File: config.mk
export PLATFORM = sky130hd
export DESIGN_NAME = psum_drain
export DESIGN_NICKNAME = d
export VERILOG_FILES = /design/src/rtl/psum_drain_pkg.sv /design/src/rtl/psum_drain_pool_acc.sv /design/src/rtl/psum_drain.sv
export SDC_FILE = /design/constraint.sdc
export NUM_CORES = 1
export LEC_CHECK = 0
export ABC_AREA = 1
export BUFFER_PORTS_ARGS = -buffer_cell sky130_fd_sc_hd__buf_2
export CAP_MARGIN = 30
export CORE_MARGIN = 2
export CORE_UTILIZATION = 60
export DETAILED_ROUTE_END_ITERATION = 16
export PLACE_DENSITY = 0.87
export SETUP_SLACK_MARGIN = 0.1
export SYNTH_ARGS = -nofsm -noshare
export SYNTH_HDL_FRONTEND = slang
export SYNTH_SLANG_ARGS = --single-unit
File: constraint.sdc
create_clock -name i_clk -period 3.27 [get_ports i_clk]
set_input_delay 0.1635 -clock i_clk [delete_from_list [all_inputs] [get_ports i_clk]]
set_output_delay 0.1635 -clock i_clk [all_outputs]
set_load 0.005 [all_outputs]
File: src/rtl/psum_drain_pkg.sv
// ============================================================================
//  Module  : psum_drain_pkg
//  Brief   : Shared constants for the psum drain: FSM state codes, pool-size
//            encoding and a helper that decodes the pool field to a group size.
//  Rev     : 1.0  initial release
// ============================================================================
`default_nettype none

package psum_drain_pkg;

  // FSM state codes
  localparam logic [2:0] IDLE = 3'd0;
  localparam logic [2:0] READ = 3'd1;
  localparam logic [2:0] CAPT = 3'd2;
  localparam logic [2:0] OUT  = 3'd3;
  localparam logic [2:0] DONE = 3'd4;

  // Pool field encoding: group size G = field + 1
  localparam logic [1:0] POOL_NONE = 2'd0;
  localparam logic [1:0] POOL_2    = 2'd1;
  localparam logic [1:0] POOL_3    = 2'd2;
  localparam logic [1:0] POOL_4    = 2'd3;

  // Number of samples folded into one output word
  function automatic logic [2:0] group_size(input logic [1:0] pool);
    case (pool)
      POOL_NONE: group_size = 3'd1;
      POOL_2:    group_size = 3'd2;
      POOL_3:    group_size = 3'd3;
      POOL_4:    group_size = 3'd4;
      default:   group_size = 3'd1;
    endcase
  endfunction

endpackage

`default_nettype wire

File: src/rtl/psum_drain_pool_acc.sv
// ============================================================================
//  Module  : pool_acc
//  Brief   : One bank's ReLU stage and signed running-max accumulator.
//            load alone folds the sample in with max(); load together with
//            clear replaces the accumulator (first sample of a group);
//            clear alone zeroes it.
//  Rev     : 1.0  initial release
// ============================================================================
`default_nettype none

module pool_acc #(
  parameter int DATA_WIDTH = 8
) (
  input  logic                         i_clk,
  input  logic                         i_rst_n,
  input  logic                         i_clear,
  input  logic                         i_load,
  input  logic signed [DATA_WIDTH-1:0] i_sample,
  input  logic                         i_relu,
  output logic signed [DATA_WIDTH-1:0] o_acc
);

  logic signed [DATA_WIDTH-1:0] w_val;
  logic signed [DATA_WIDTH-1:0] r_acc;

  // ReLU: negative samples become zero when enabled
  always_comb begin
    w_val = i_sample;
    if (i_relu && i_sample[DATA_WIDTH-1]) w_val = '0;
  end

  // Running max; the first sample of a group overwrites the old result
  always_ff @(posedge i_clk or negedge i_rst_n) begin
    if (!i_rst_n) begin
      r_acc <= '0;
    end else if (i_load) begin
      if (i_clear || (w_val > r_acc)) r_acc <= w_val;
    end else if (i_clear) begin
      r_acc <= '0;
    end
  end

  assign o_acc = r_acc;

endmodule

`default_nettype wire

File: src/rtl/psum_drain.sv
// ============================================================================
//  Module  : psum_drain
//  Brief   : Reads finished partial sums from both pmem banks, applies optional
//            ReLU and 1-D max-pooling, and streams {bank1,bank0} result pairs
//            over valid/ready. Owns both pmem read ports while busy.
//  Rev     : 1.0  initial release
// ============================================================================
`default_nettype none

module psum_drain
  import psum_drain_pkg::*;
#(
  parameter int DATA_WIDTH      = 8,
  parameter int PMEM_ADDR_WIDTH = 8,
  parameter int CNT_WIDTH       = PMEM_ADDR_WIDTH + 1
) (
  input  logic                         i_clk,
  input  logic                         i_rst_n,
  input  logic                         i_start,
  input  logic [PMEM_ADDR_WIDTH-1:0]   i_base_addr0,
  input  logic [PMEM_ADDR_WIDTH-1:0]   i_base_addr1,
  input  logic [CNT_WIDTH-1:0]         i_count,
  input  logic                         i_relu,
  input  logic [1:0]                   i_pool,
  output logic                         o_pmem_rd_en,
  output logic [PMEM_ADDR_WIDTH-1:0]   o_pmem_rd_addr0,
  output logic [PMEM_ADDR_WIDTH-1:0]   o_pmem_rd_addr1,
  input  logic signed [DATA_WIDTH-1:0] i_pmem_rd_data0,
  input  logic signed [DATA_WIDTH-1:0] i_pmem_rd_data1,
  output logic                         o_valid,
  input  logic                         i_ready,
  output logic [2*DATA_WIDTH-1:0]      o_data,
  output logic                         o_busy,
  output logic                         o_done
);

  logic [2:0]                 r_state;
  logic [PMEM_ADDR_WIDTH-1:0] r_base0;
  logic [PMEM_ADDR_WIDTH-1:0] r_base1;
  logic [CNT_WIDTH-1:0]       r_count;
  logic                       r_relu;
  logic [1:0]                 r_pool;
  logic [CNT_WIDTH-1:0]       r_idx;
  logic [2:0]                 r_grp;

  logic [2:0]                 w_gsize;
  logic [2:0]                 w_grp_next;
  logic                       w_last;
  logic                       w_accept;
  logic                       w_capt;
  logic                       w_acc_clear;
  logic signed [DATA_WIDTH-1:0] w_acc0;
  logic signed [DATA_WIDTH-1:0] w_acc1;

  assign w_gsize     = group_size(r_pool);
  assign w_grp_next  = r_grp + 3'd1;
  // idx has already advanced past the word being captured, so idx==count
  // means the last word of the drain is in flight
  assign w_last      = (r_idx == r_count);
  assign w_accept    = (r_state == IDLE) && i_start;
  assign w_capt      = (r_state == CAPT);
  assign w_acc_clear = w_accept || (w_capt && (r_grp == 3'd0));

  // Drain sequencing, config latch and index/group counters
  always_ff @(posedge i_clk or negedge i_rst_n) begin
    if (!i_rst_n) begin
      r_state <= IDLE;
      r_base0 <= '0;
      r_base1 <= '0;
      r_count <= '0;
      r_relu  <= 1'b0;
      r_pool  <= POOL_NONE;
      r_idx   <= '0;
      r_grp   <= '0;
    end else begin
      case (r_state)
        IDLE: begin
          if (i_start) begin
            r_base0 <= i_base_addr0;
            r_base1 <= i_base_addr1;
            r_count <= i_count;
            r_relu  <= i_relu;
            r_pool  <= i_pool;
            r_idx   <= '0;
            r_grp   <= '0;
            r_state <= (i_count == '0) ? DONE : READ;
          end
        end
        READ: begin
          r_idx   <= r_idx + CNT_WIDTH'(1);
          r_state <= CAPT;
        end
        CAPT: begin
          if ((w_grp_next == w_gsize) || w_last) begin
            r_grp   <= '0;
            r_state <= OUT;
          end else begin
            r_grp   <= w_grp_next;
            r_state <= READ;
          end
        end
        OUT: begin
          if (i_ready) r_state <= w_last ? DONE : READ;
        end
        DONE: begin
          r_state <= IDLE;
        end
        default: begin
          r_state <= IDLE;
        end
      endcase
    end
  end

  pool_acc #(
    .DATA_WIDTH (DATA_WIDTH)
  ) u_acc0 (
    .i_clk    (i_clk),
    .i_rst_n  (i_rst_n),
    .i_clear  (w_acc_clear),
    .i_load   (w_capt),
    .i_sample (i_pmem_rd_data0),
    .i_relu   (r_relu),
    .o_acc    (w_acc0)
  );

  pool_acc #(
    .DATA_WIDTH (DATA_WIDTH)
  ) u_acc1 (
    .i_clk    (i_clk),
    .i_rst_n  (i_rst_n),
    .i_clear  (w_acc_clear),
    .i_load   (w_capt),
    .i_sample (i_pmem_rd_data1),
    .i_relu   (r_relu),
    .o_acc    (w_acc1)
  );

  // Outputs decode straight from registered state; addresses and data are
  // forced to zero outside their qualifying state
  always_comb begin
    o_pmem_rd_en    = (r_state == READ);
    o_pmem_rd_addr0 = '0;
    o_pmem_rd_addr1 = '0;
    if (o_pmem_rd_en) begin
      o_pmem_rd_addr0 = r_base0 + r_idx[PMEM_ADDR_WIDTH-1:0];
      o_pmem_rd_addr1 = r_base1 + r_idx[PMEM_ADDR_WIDTH-1:0];
    end
    o_valid = (r_state == OUT);
    o_data  = o_valid ? {w_acc1, w_acc0} : '0;
    o_busy  = (r_state != IDLE);
    o_done  = (r_state == DONE);
  end

endmodule

`default_nettype wire

==> results of run 1 <==
[sequential cells by signal (all words and copies together), names as in the netlist]
register	cells
r_base0	8
r_idx	9
r_relu	1
u_acc0.o_acc	8
u_acc1.o_acc	8
r_pool	2
r_base1	8
r_state	3
r_grp	3
r_count	9
[repair_timing]
action / CTS / global route
hold endpoints to repair: 21 / 0
hold buffers: 1 / 0
endpoints found under the setup margin: 0 / 0
[layer usage]
metal / vias to the layer above / GRT usage, % / share of wire (%)
met4: 0 / 7.79 / 1.9
met2: 109 / 46.0 / 48
met1: 1777 / 35.9 / 44
met5: - / 0 / 0
li1: 1920 / - / -
met3: 16 / 7.98 / 6.0
[cells by family after synthesis]
kind of cell               synth area share [%]
AOI/OAI and AO/OA                          7.04
xor gates and xnor gates                   3.74
adders and majority gates                  11.7
buffers and inverters                      9.50
DFF                                        37.1
and+or+nand+nor                            30.9
[power by group through the flow]
stage	Combinational, mW	Sequential (mW)	Clock, mW
2_1_floorplan	1.59	1.21	0
3_5_place_dp	2.11	1.28	0
4_1_cts	2.13	1.27	0.588
6_report	2.13	1.28	0.583
3_3_place_gp	2.01	1.27	0
5_1_grt	2.46	1.31	0.623
[critical path: cells and delay by family (launching register included)]
kind                       cells  cell delay (ps)
adders and majority gates      2              650
DFF                            1              460
and+or+nand+nor                5              420
AOI/OAI and AO/OA              1              160
xor gates and xnor gates       1              160
buffers and inverters          1              130
[layout by cell type, fill, tap and decap left out, drive strengths merged, types with 9 or more instances in the layout]
| cell type | netlist | layout |
|---|---|---|
| a21oi | 22 | 22 |
| nor2 | 53 | 53 |
| ha | 34 | 34 |
| xnor2 | 9 | 9 |
| nand2 | 184 | 184 |
| o21ai | 27 | 27 |
| buf | 9 | 87 |
| dfrtp | 59 | 59 |
| inv | 83 | 83 |
| clkbuf | 3 | 10 |
| nand3 | 39 | 39 |
[final timing paths]
check / end / slack [ps] / from
setup / recovery: o_pmem_rd_addr0[6] / 760 / r_idx[0]$_DFFE_PN0P_
hold / removal: r_base1[2]$_DFFE_PN0P_ / 4 / i_base_addr1[2]
setup reg to reg: u_acc0.o_acc[5]$_DFFE_PN0P_ / 1150 / r_relu$_DFFE_PN0P_
hold reg to reg: u_acc1.o_acc[4]$_DFFE_PN0P_ / 470 / u_acc1.o_acc[4]$_DFFE_PN0P_
max in group asynchronous: u_acc1.o_acc[6]$_DFFE_PN0P_ / 2380 / i_rst_n
min in group asynchronous: r_base1[5]$_DFFE_PN0P_ / 330 / i_rst_n
[layout make-up]
| type | instances | area (sq um) | area share, % |
|---|---|---|---|
| flip-flops and latches | 59 | 1480 | 31.7 |
| clock buffers | 10 | 138 | 2.96 |
| well taps | 77 | 96.3 | 2.07 |
| clock inverters | 5 | 30.0 | 0.646 |
| multi-input cells | 400 | 2120 | 45.7 |
| repair buffers | 88 | 468 | 10.1 |
| inverters | 85 | 319 | 6.86 |
==> metrics.txt, run 1 <==
drt drc=0; DR WL/cell=around 13 um; Final Instance Count excl. Fillers=roughly 720; CP max stage cell=dfrtp_1; clock share of power=14.6%; CTS buffer count=9; post-synth top area share=37.1%; element type at the critical path end=output port; Comb power frac=53.3%; Psw=1.87 mW; number of nets still failing antenna checks after routing=0; Port Buffers=a little over 80; Crit path largest cell delay=460 ps; H-tree depth=3; post-layout min period=2510 ps; Vias=3822; final hold slack=3.67 ps; initial antenna violation count=0; Leak=2.74 nW; Setup violations, final=0; max cap viols=0; kind of critical path=flip-flop to output port; Yosys warning total=0; RSZ-0062 raised after global routing=false; gr usage total=27.8%; final core occ=between 70% and 80%; Clock transition at path regs=70 ps; Die Area=between 0.007 and 0.008 sq mm; ratio of cells with drive above 1 in the final layout=around a fifth; Req. time, crit path=3110 ps; final setup margin=764 ps; chip height=85.4 um; part of the power in registers=about a third; DRT iter0 DRCs=150; Mapped Cells=556; detailed placement HPWL=7040 um; Main synth FF type=dfrtp_1; initial core utilization=62.3%; Worst setup SP type=flip-flop; Pwr Total=3.99 mW; Layout area overhead=16.9%; Max Clock Freq=399 MHz; DP Worst Slack=1150 ps; Initial DRT Pass Iterations=4; register area share after synthesis=37.1%; Fin Clk Skew=8.08 ps; Post-CTS Repair Setup Buffers=0; slew of the pin with the lowest slew margin=638 ps; dpl cell area=0.00447 sq mm; cell type with the highest aggregate area in the netlist=dfrtp_1; die width=85.4 um; Clock Latency Late Sink=around 350 ps; Root Driver=clkbuf_8; Final GP Congestion=0.953; asr flop ratio synth=100%; WP data arrival=2340 ps; worst-path cell chain=ha_1 -> fa_1 -> nand3_1 -> nand3_1 -> nand2_1 -> nand2_1 -> a21oi_1 -> xor2_1 -> nor2_1 -> buf_2; Yosys cell types=32; CTS tree=yes; Max IR drop VDD=just over 0.6 mV; final period utilization=76.6%; diode count=0; hold depth=3; Rows=29; CORE AREA=approximately 0.0064 sq mm; status=finished clean; Slew HR=57.2%; synth cell count leaders=nand2_1 (179), inv_1 (73), dfrtp_1 (59); crit-path max FO=7; Fin. Hold Viols=0; Switching Fraction=47.0%; PD cells=857 mW/mm^2; Mean Syn Cell Area=7.16 sq um; top cells by area, synth=dfrtp_1 (37%), nand2_1 (17%), ha_1 (11%), inv_1 (6.9%), nand3_1 (4.9%); Synth Register Bits=59; Cells after DPL=708; # clock sinks=59; final wirelength=9380 um; Pint=2.11 mW; nets=727; worst hold path class=input pin to flip-flop; setup TNS=0 ps; final instance area=0.00465 sq mm; syn nets=640; gr ovfl total=0; fin. max-slew vios=0; number of flops mapped to enable cells by yosys=0; netlist area before placement=0.00398 sq mm; Longest Clk Path Bufs=2; reg2reg path depth=14; number of fill cells in the layout=about 500; vias in the first global route=3700; Vias/cell=5.28; first-pass GRT wire length=16200 um; count leader, synth=nand2_1; I/O pins=84; pin count of the biggest net entering global routing=39; Resized Gates After CTS=0
Power figures use the tool's default switching activity.
==> inputs of run 2 (changes only) <==
--- a/config.mk
+++ b/config.mk
@@ -9,9 +9,9 @@
 export BUFFER_PORTS_ARGS = -buffer_cell sky130_fd_sc_hd__buf_2
 export CAP_MARGIN = 30
 export CORE_MARGIN = 2
-export CORE_UTILIZATION = 60
+export CORE_UTILIZATION = 55
 export DETAILED_ROUTE_END_ITERATION = 16
-export PLACE_DENSITY = 0.87
+export PLACE_DENSITY = 0.8
 export SETUP_SLACK_MARGIN = 0.1
 export SYNTH_ARGS = -nofsm -noshare
 export SYNTH_HDL_FRONTEND = slang
==> constraint.sdc (replaced) <==
create_clock -name i_clk -period 2.4 [get_ports i_clk]
set_input_delay 0.12 -clock i_clk [delete_from_list [all_inputs] [get_ports i_clk]]
set_output_delay 0.12 -clock i_clk [all_outputs]
set_load 0.005 [all_outputs]
==> run 2 against run 1 <==
Flip-flop and latch count stayed put. Clock skew is 4.4 ps higher. Highest routed layer unchanged. Final cell count is 6.4% higher. Global-route usage is 3.8 points lower. Worst hold slack better by 16 ps. Largest power group unchanged. Sequential share of layout area is 2.2 points lower. Largest cell class unchanged. Non-clock buffer count is 23 higher. First-iteration DRC count is 39% higher. Core utilization is 2.7 points lower. Total power is 45% higher. Final area is 7.6% higher. Wire length hardly changed.
==> metrics.txt, run 2 (synthesis results as in run 1) <==
status=finished clean; Rows=31; post-layout min period=2280 ps; CTS tree=yes; crit-path max FO=5; final wirelength=9390 um; Fin. Hold Viols=0; busiest grt layer=met2; detailed placement HPWL=6650 um; most common cell after layout, fill and taps aside=nand2_1; part of the power in registers=30.4%; gr ovfl total=0; final instance area=0.00500 sq mm; chip height=89.1 um; kind of critical path=flip-flop to output port; Regs by FF count=r_count (9), r_idx (9); CP Launch Point=r_idx[0]$_DFFE_PN0P_; dpl cell area=around 0.0045 sq mm; vias in the first global route=3375; Die Area=0.00793 sq mm; ratio of cells with drive above 1 in the final layout=21.0%; Comb power frac=54.3%; Req. time, crit path=2280 ps; Max IR drop VDD=0.801 mV; nets=750; max cap viols=0; I/O pins=between 80 and 90; Switching Fraction=45.6%; grt met2 use=39.6%; final period utilization=95.1%; final setup margin=119 ps; final hold slack=~20 ps; Fin Clk Skew=12.5 ps; drt drc=0; Max Clock Freq=438 MHz; met3 GRT Util=4.52%; DRT iter0 DRCs=208; PD cells=between 1000 and 1500 mW/mm^2; Layout area overhead=25.8%; element type at the critical path end=output port; Slew HR=49.0%; Root Driver=clkbuf_8; RSZ-0062 raised after global routing=true; Vias=approximately 3800; CORE AREA=0.00714 sq mm; Vias/cell=5.00; clock share of power=15.3%; H-tree depth=3; setup TNS=0 ps; Worst Hold Launch=i_pool[1]; M1 GR Usage=between 30% and 40%; # clock sinks=59; fin. max-slew vios=0; DP Worst Slack=260 ps; WP data arrival=2160 ps; die width=89.1 um; Port Buffers=83; initial antenna violation count=0; Final GP Congestion=0.888; gr usage total=24.1%; worst hold path class=input pin to flip-flop; reg2reg start=r_relu$_DFFE_PN0P_; most frequent cells in the layout=nand2_1 (179), buf_2 (83), inv_1 (71); first-pass GRT wire length=14900 um; Initial DRT Pass Iterations=6; CTS buffer count=9; number of nets still failing antenna checks after routing=0; Psw=2.63 mW; initial core utilization=55.8%; Leak=approximately 2.9 nW; diode count=0; Setup violations, final=0; slew of the pin with the lowest slew margin=764 ps; pin count of the biggest net entering global routing=60; Clock transition at path regs=70 ps; DR WL/cell=between 10 and 15 um; Worst setup SP type=flip-flop; Clock Latency Late Sink=roughly 330 ps; Pint=3.14 mW; Longest Clk Path Bufs=2
==> run 2: cell types whose count changed in the layout (fill, tap and decap cells not counted), sizes merged <==
cell	previous run	this run
clkinv	5	3
buf	87	91
clkbuf	10	15
dlygate4sd3	1	20
clkinvlp	2	0
==> run 2: final cells by class <==
class / count / area [sq um]
Clock buffer: 15 / 186
Clock inverter: 1 / 5.00
Fill cell: 599 / 2130
Inverter: 85 / 319
Multi-Input combinational cell: 400 / 2200
Sequential cell: 59 / 1480
Tap cell: 99 / 124
Timing Repair Buffer: 111 / 688
==> run 2: path summary, 6_finish.rpt <==
| path | slack (ps) | cells after the start | to |
|---|---|---|---|
| setup / recovery | 120 | 10 | o_pmem_rd_addr1[6] |
| max in group asynchronous | 1390 | 3 | r_idx[2]$_DFFE_PN0P_ |
| hold reg to reg | 470 | 2 | u_acc1.o_acc[3]$_DFFE_PN0P_ |
| setup reg to reg | 320 | 14 | u_acc1.o_acc[5]$_DFFE_PN0P_ |
| min in group asynchronous | 460 | 3 | r_base1[3]$_DFFE_PN0P_ |
| hold / removal | 20 | 3 | r_pool[1]$_DFFE_PN0P_ |
==> run 2: what timing repair did <==
action / 4_1_cts / 5_1_grt
hold buffers: 20 / 0
resized for setup: 5 / 14
endpoints found under the setup margin: 2 / 16
setup buffers: 1 / 3
pin swaps: 0 / 2
hold endpoints to repair: 78 / 0
==> run 2: metal layers <==
| layer | part of all wire (%) | vias up |
|---|---|---|
| met5 | 0 | - |
| li1 | - | 1964 |
| met3 | 5.1 | 15 |
| met1 | 46 | 1755 |
| met4 | 1.4 | 0 |
| met2 | 47 | 113 |
==> run 2: critical path, stage by stage, from the launching register on <==
cell     delay, ps
dfrtp_2        460
ha_2           210
fa_2           360
nand3_1        120
nand3_2         90
nand2_1         60
nand2_1         60
a21oi_2        140
xor2_1         160
nor2_1          50
buf_2          130
==> run 2: power by group through the flow <==
stage	logic (mW)	clock network, mW	registers [mW]
4_1_cts	2.97	0.892	1.73
3_5_place_dp	2.89	0	1.73
3_3_place_gp	2.78	0	1.73
6_report	3.13	0.881	1.75
5_1_grt	3.58	0.939	1.79
2_1_floorplan	2.17	0	1.64
==> run 2: through the flow <==
step | total power, mW | instances | utilization [%]
6_report | 5.77 | 770 | 70.1
5_1_grt | 6.31 | 770 | 70.1
4_1_cts | 5.58 | 767 | 68.7
3_5_place_dp | 4.63 | 730 | 62.9
3_3_place_gp | 4.51 | 730 | 62.9
2_1_floorplan | 3.82 | 556 | -
==> inputs of run 3 (changes only) <==
--- a/config.mk
+++ b/config.mk
@@ -8,6 +8,7 @@
 export ABC_AREA = 1
 export BUFFER_PORTS_ARGS = -buffer_cell sky130_fd_sc_hd__buf_2
 export CAP_MARGIN = 30
+export CORE_ASPECT_RATIO = 1.75
 export CORE_MARGIN = 2
 export CORE_UTILIZATION = 55
 export DETAILED_ROUTE_END_ITERATION = 16
==> run 3 against run 2 <==
Total power increased by 5.3%. First-iteration DRC count decreased by 21%. Non-clock buffer count decreased by 8.
==> metrics.txt, run 3 (synthesis results as in run 1) <==
status=finished clean; Slew HR=72.1%; # clock sinks=59; Clock transition at path regs=50 ps; Cells after DPL=718; Req. time, crit path=2280 ps; final instance area=0.00497 sq mm; Max Clock Freq=~440 MHz; DR WL/cell=13.0 um; RSZ-0062 raised after global routing=true; H-tree depth=3; Vias/cell=approximately 5.2; final setup margin=127 ps; pin count of the biggest net entering global routing=24; CTS tree=yes; CTS buffer count=9; final wirelength=9690 um; kind of critical path=flip-flop to output port; gr ovfl total=0; Leak=2.86 nW; slew of the pin with the lowest slew margin=419 ps; fin. max-slew vios=0; Fin. Hold Viols=0; hold depth=3; Final GP Congestion=roughly 0.87; Final Instance Count excl. Fillers=748; element type at the critical path end=output port; I/O pins=84; vias in the first global route=approximately 3800; Min-Delay Endpoint=r_base0[4]$_DFFE_PN0P_; dpl cell area=0.00448 sq mm; gr usage total=between 20% and 30%; Die Area=a little under 0.008 sq mm; RR Endpoint=u_acc0.o_acc[7]$_DFFE_PN0P_; initial core utilization=a little under three fifths; setup TNS=0 ps; detailed placement HPWL=7370 um; Longest Clk Path Bufs=2; Fin Clk Skew=around 3.5 ps; initial antenna violation count=0; Root Driver=clkbuf_16; drt drc=0; crit-path max FO=3; Setup violations, final=0; diode count=0; first-pass GRT wire length=15800 um; Regs by FF count=r_count (9), r_idx (9); most common cell after layout, fill and taps aside=nand2_1; Clock Latency Late Sink=320 ps; max cap viols=0; CORE AREA=0.00713 sq mm; Worst setup SP type=flip-flop; worst hold path class=input pin to flip-flop; final period utilization=94.7%; Rows=41; reg2reg path depth=16; reg2reg start=r_relu$_DFFE_PN0P_; ratio of cells with drive above 1 in the final layout=21.3%; Port Buffers=83; Layout area overhead=24.9%; post-layout min period=2270 ps; DRT iter0 DRCs=164; PD cells=1220 mW/mm^2; Max IR drop VDD=0.741 mV; die width=just under 70 um; Worst Hold Launch=i_base_addr0[4]; WP data arrival=between 2000 and 2500 ps; flop-to-flop setup slack=roughly 320 ps; most frequent cells in the layout=nand2_1 (179), buf_2 (83), inv_1 (71); nets=742; number of nets still failing antenna checks after routing=0; Initial DRT Pass Iterations=4; Vias=just under 4000; DP Worst Slack=288 ps; chip height=117 um
## run 3: changes by cell type in the layout (fill, tap and decap cells not counted), sizes merged
cell | previous run | this run
bufinv | 0 | 1
dlygate4sd3 | 20 | 10
buf | 91 | 93
clkbuf | 15 | 13
## run 3: how the worst max path moves through the flow
stage                         startpoint                          end  slack, ps
floorplan             r_relu$_DFFE_PN0P_  u_acc1.o_acc[0]$_DFFE_PN0P_        560
global route        r_idx[0]$_DFFE_PN0P_           o_pmem_rd_addr1[6]         10
finish              r_idx[0]$_DFFE_PN0P_           o_pmem_rd_addr1[6]        130
CTS                 r_idx[0]$_DFFE_PN0P_           o_pmem_rd_addr0[6]         90
global placement      r_relu$_DFFE_PN0P_  u_acc1.o_acc[0]$_DFFE_PN0P_        330
detailed placement    r_relu$_DFFE_PN0P_  u_acc1.o_acc[4]$_DFFE_PN0P_        290
## run 3: area by class of cell
cell class / instances / area (sq um)
multi-input cells: 400 / 2180
fillers: 592 / 2160
flip-flops and latches: 59 / 1480
repair buffers: 103 / 591
inverters: 85 / 319
clock buffers: 13 / 260
well taps: 86 / 108
clock inverters: 2 / 35.0
## run 3: through the flow
stage                     hold WS (ps)  utilization (%)  total power, mW
after global routing              3.79             69.7             6.64
after detailed placement          75.8             62.8             4.66
after global placement            79.0             62.8             4.52
final                            0.130             69.7             6.07
after CTS                         2.18             68.6             5.98
after floorplan                   -176                -             3.82
## run 3: worst max-delay path, cell delays in order (launching register included)
cell,delay [ps]
dfrtp_2,420
ha_2,200
fa_2,400
nand3_1,110
nand3_2,80
nand2_1,80
nand2_1,70
a21oi_2,130
xor2_1,150
nor2_1,50
buf_2,130
## run 3: power by group
group,internal (mW),switching (mW),total [mW]
clock,0.851,0.411,1.26
combinational,1.19,1.88,3.08
sequential,1.39,0.339,1.73
total,3.44,2.63,6.07
## run 3: layer usage
layer  track usage (%)  part of all wire [%]
met5                 0                     0
met4              10.4                   1.7
met3              3.95                   3.9
met2              50.9                    55
met1              27.1                    39
## run 3: repair_timing
| item | 4_1_cts | 5_1_grt |
|---|---|---|
| setup buffers | 1 | 4 |
| resized for setup | 3 | 14 |
| hold endpoints to repair | 26 | 0 |
| pin swaps | 0 | 2 |
| setup endpoints to repair | 2 | 21 |
| hold buffers | 10 | 0 |
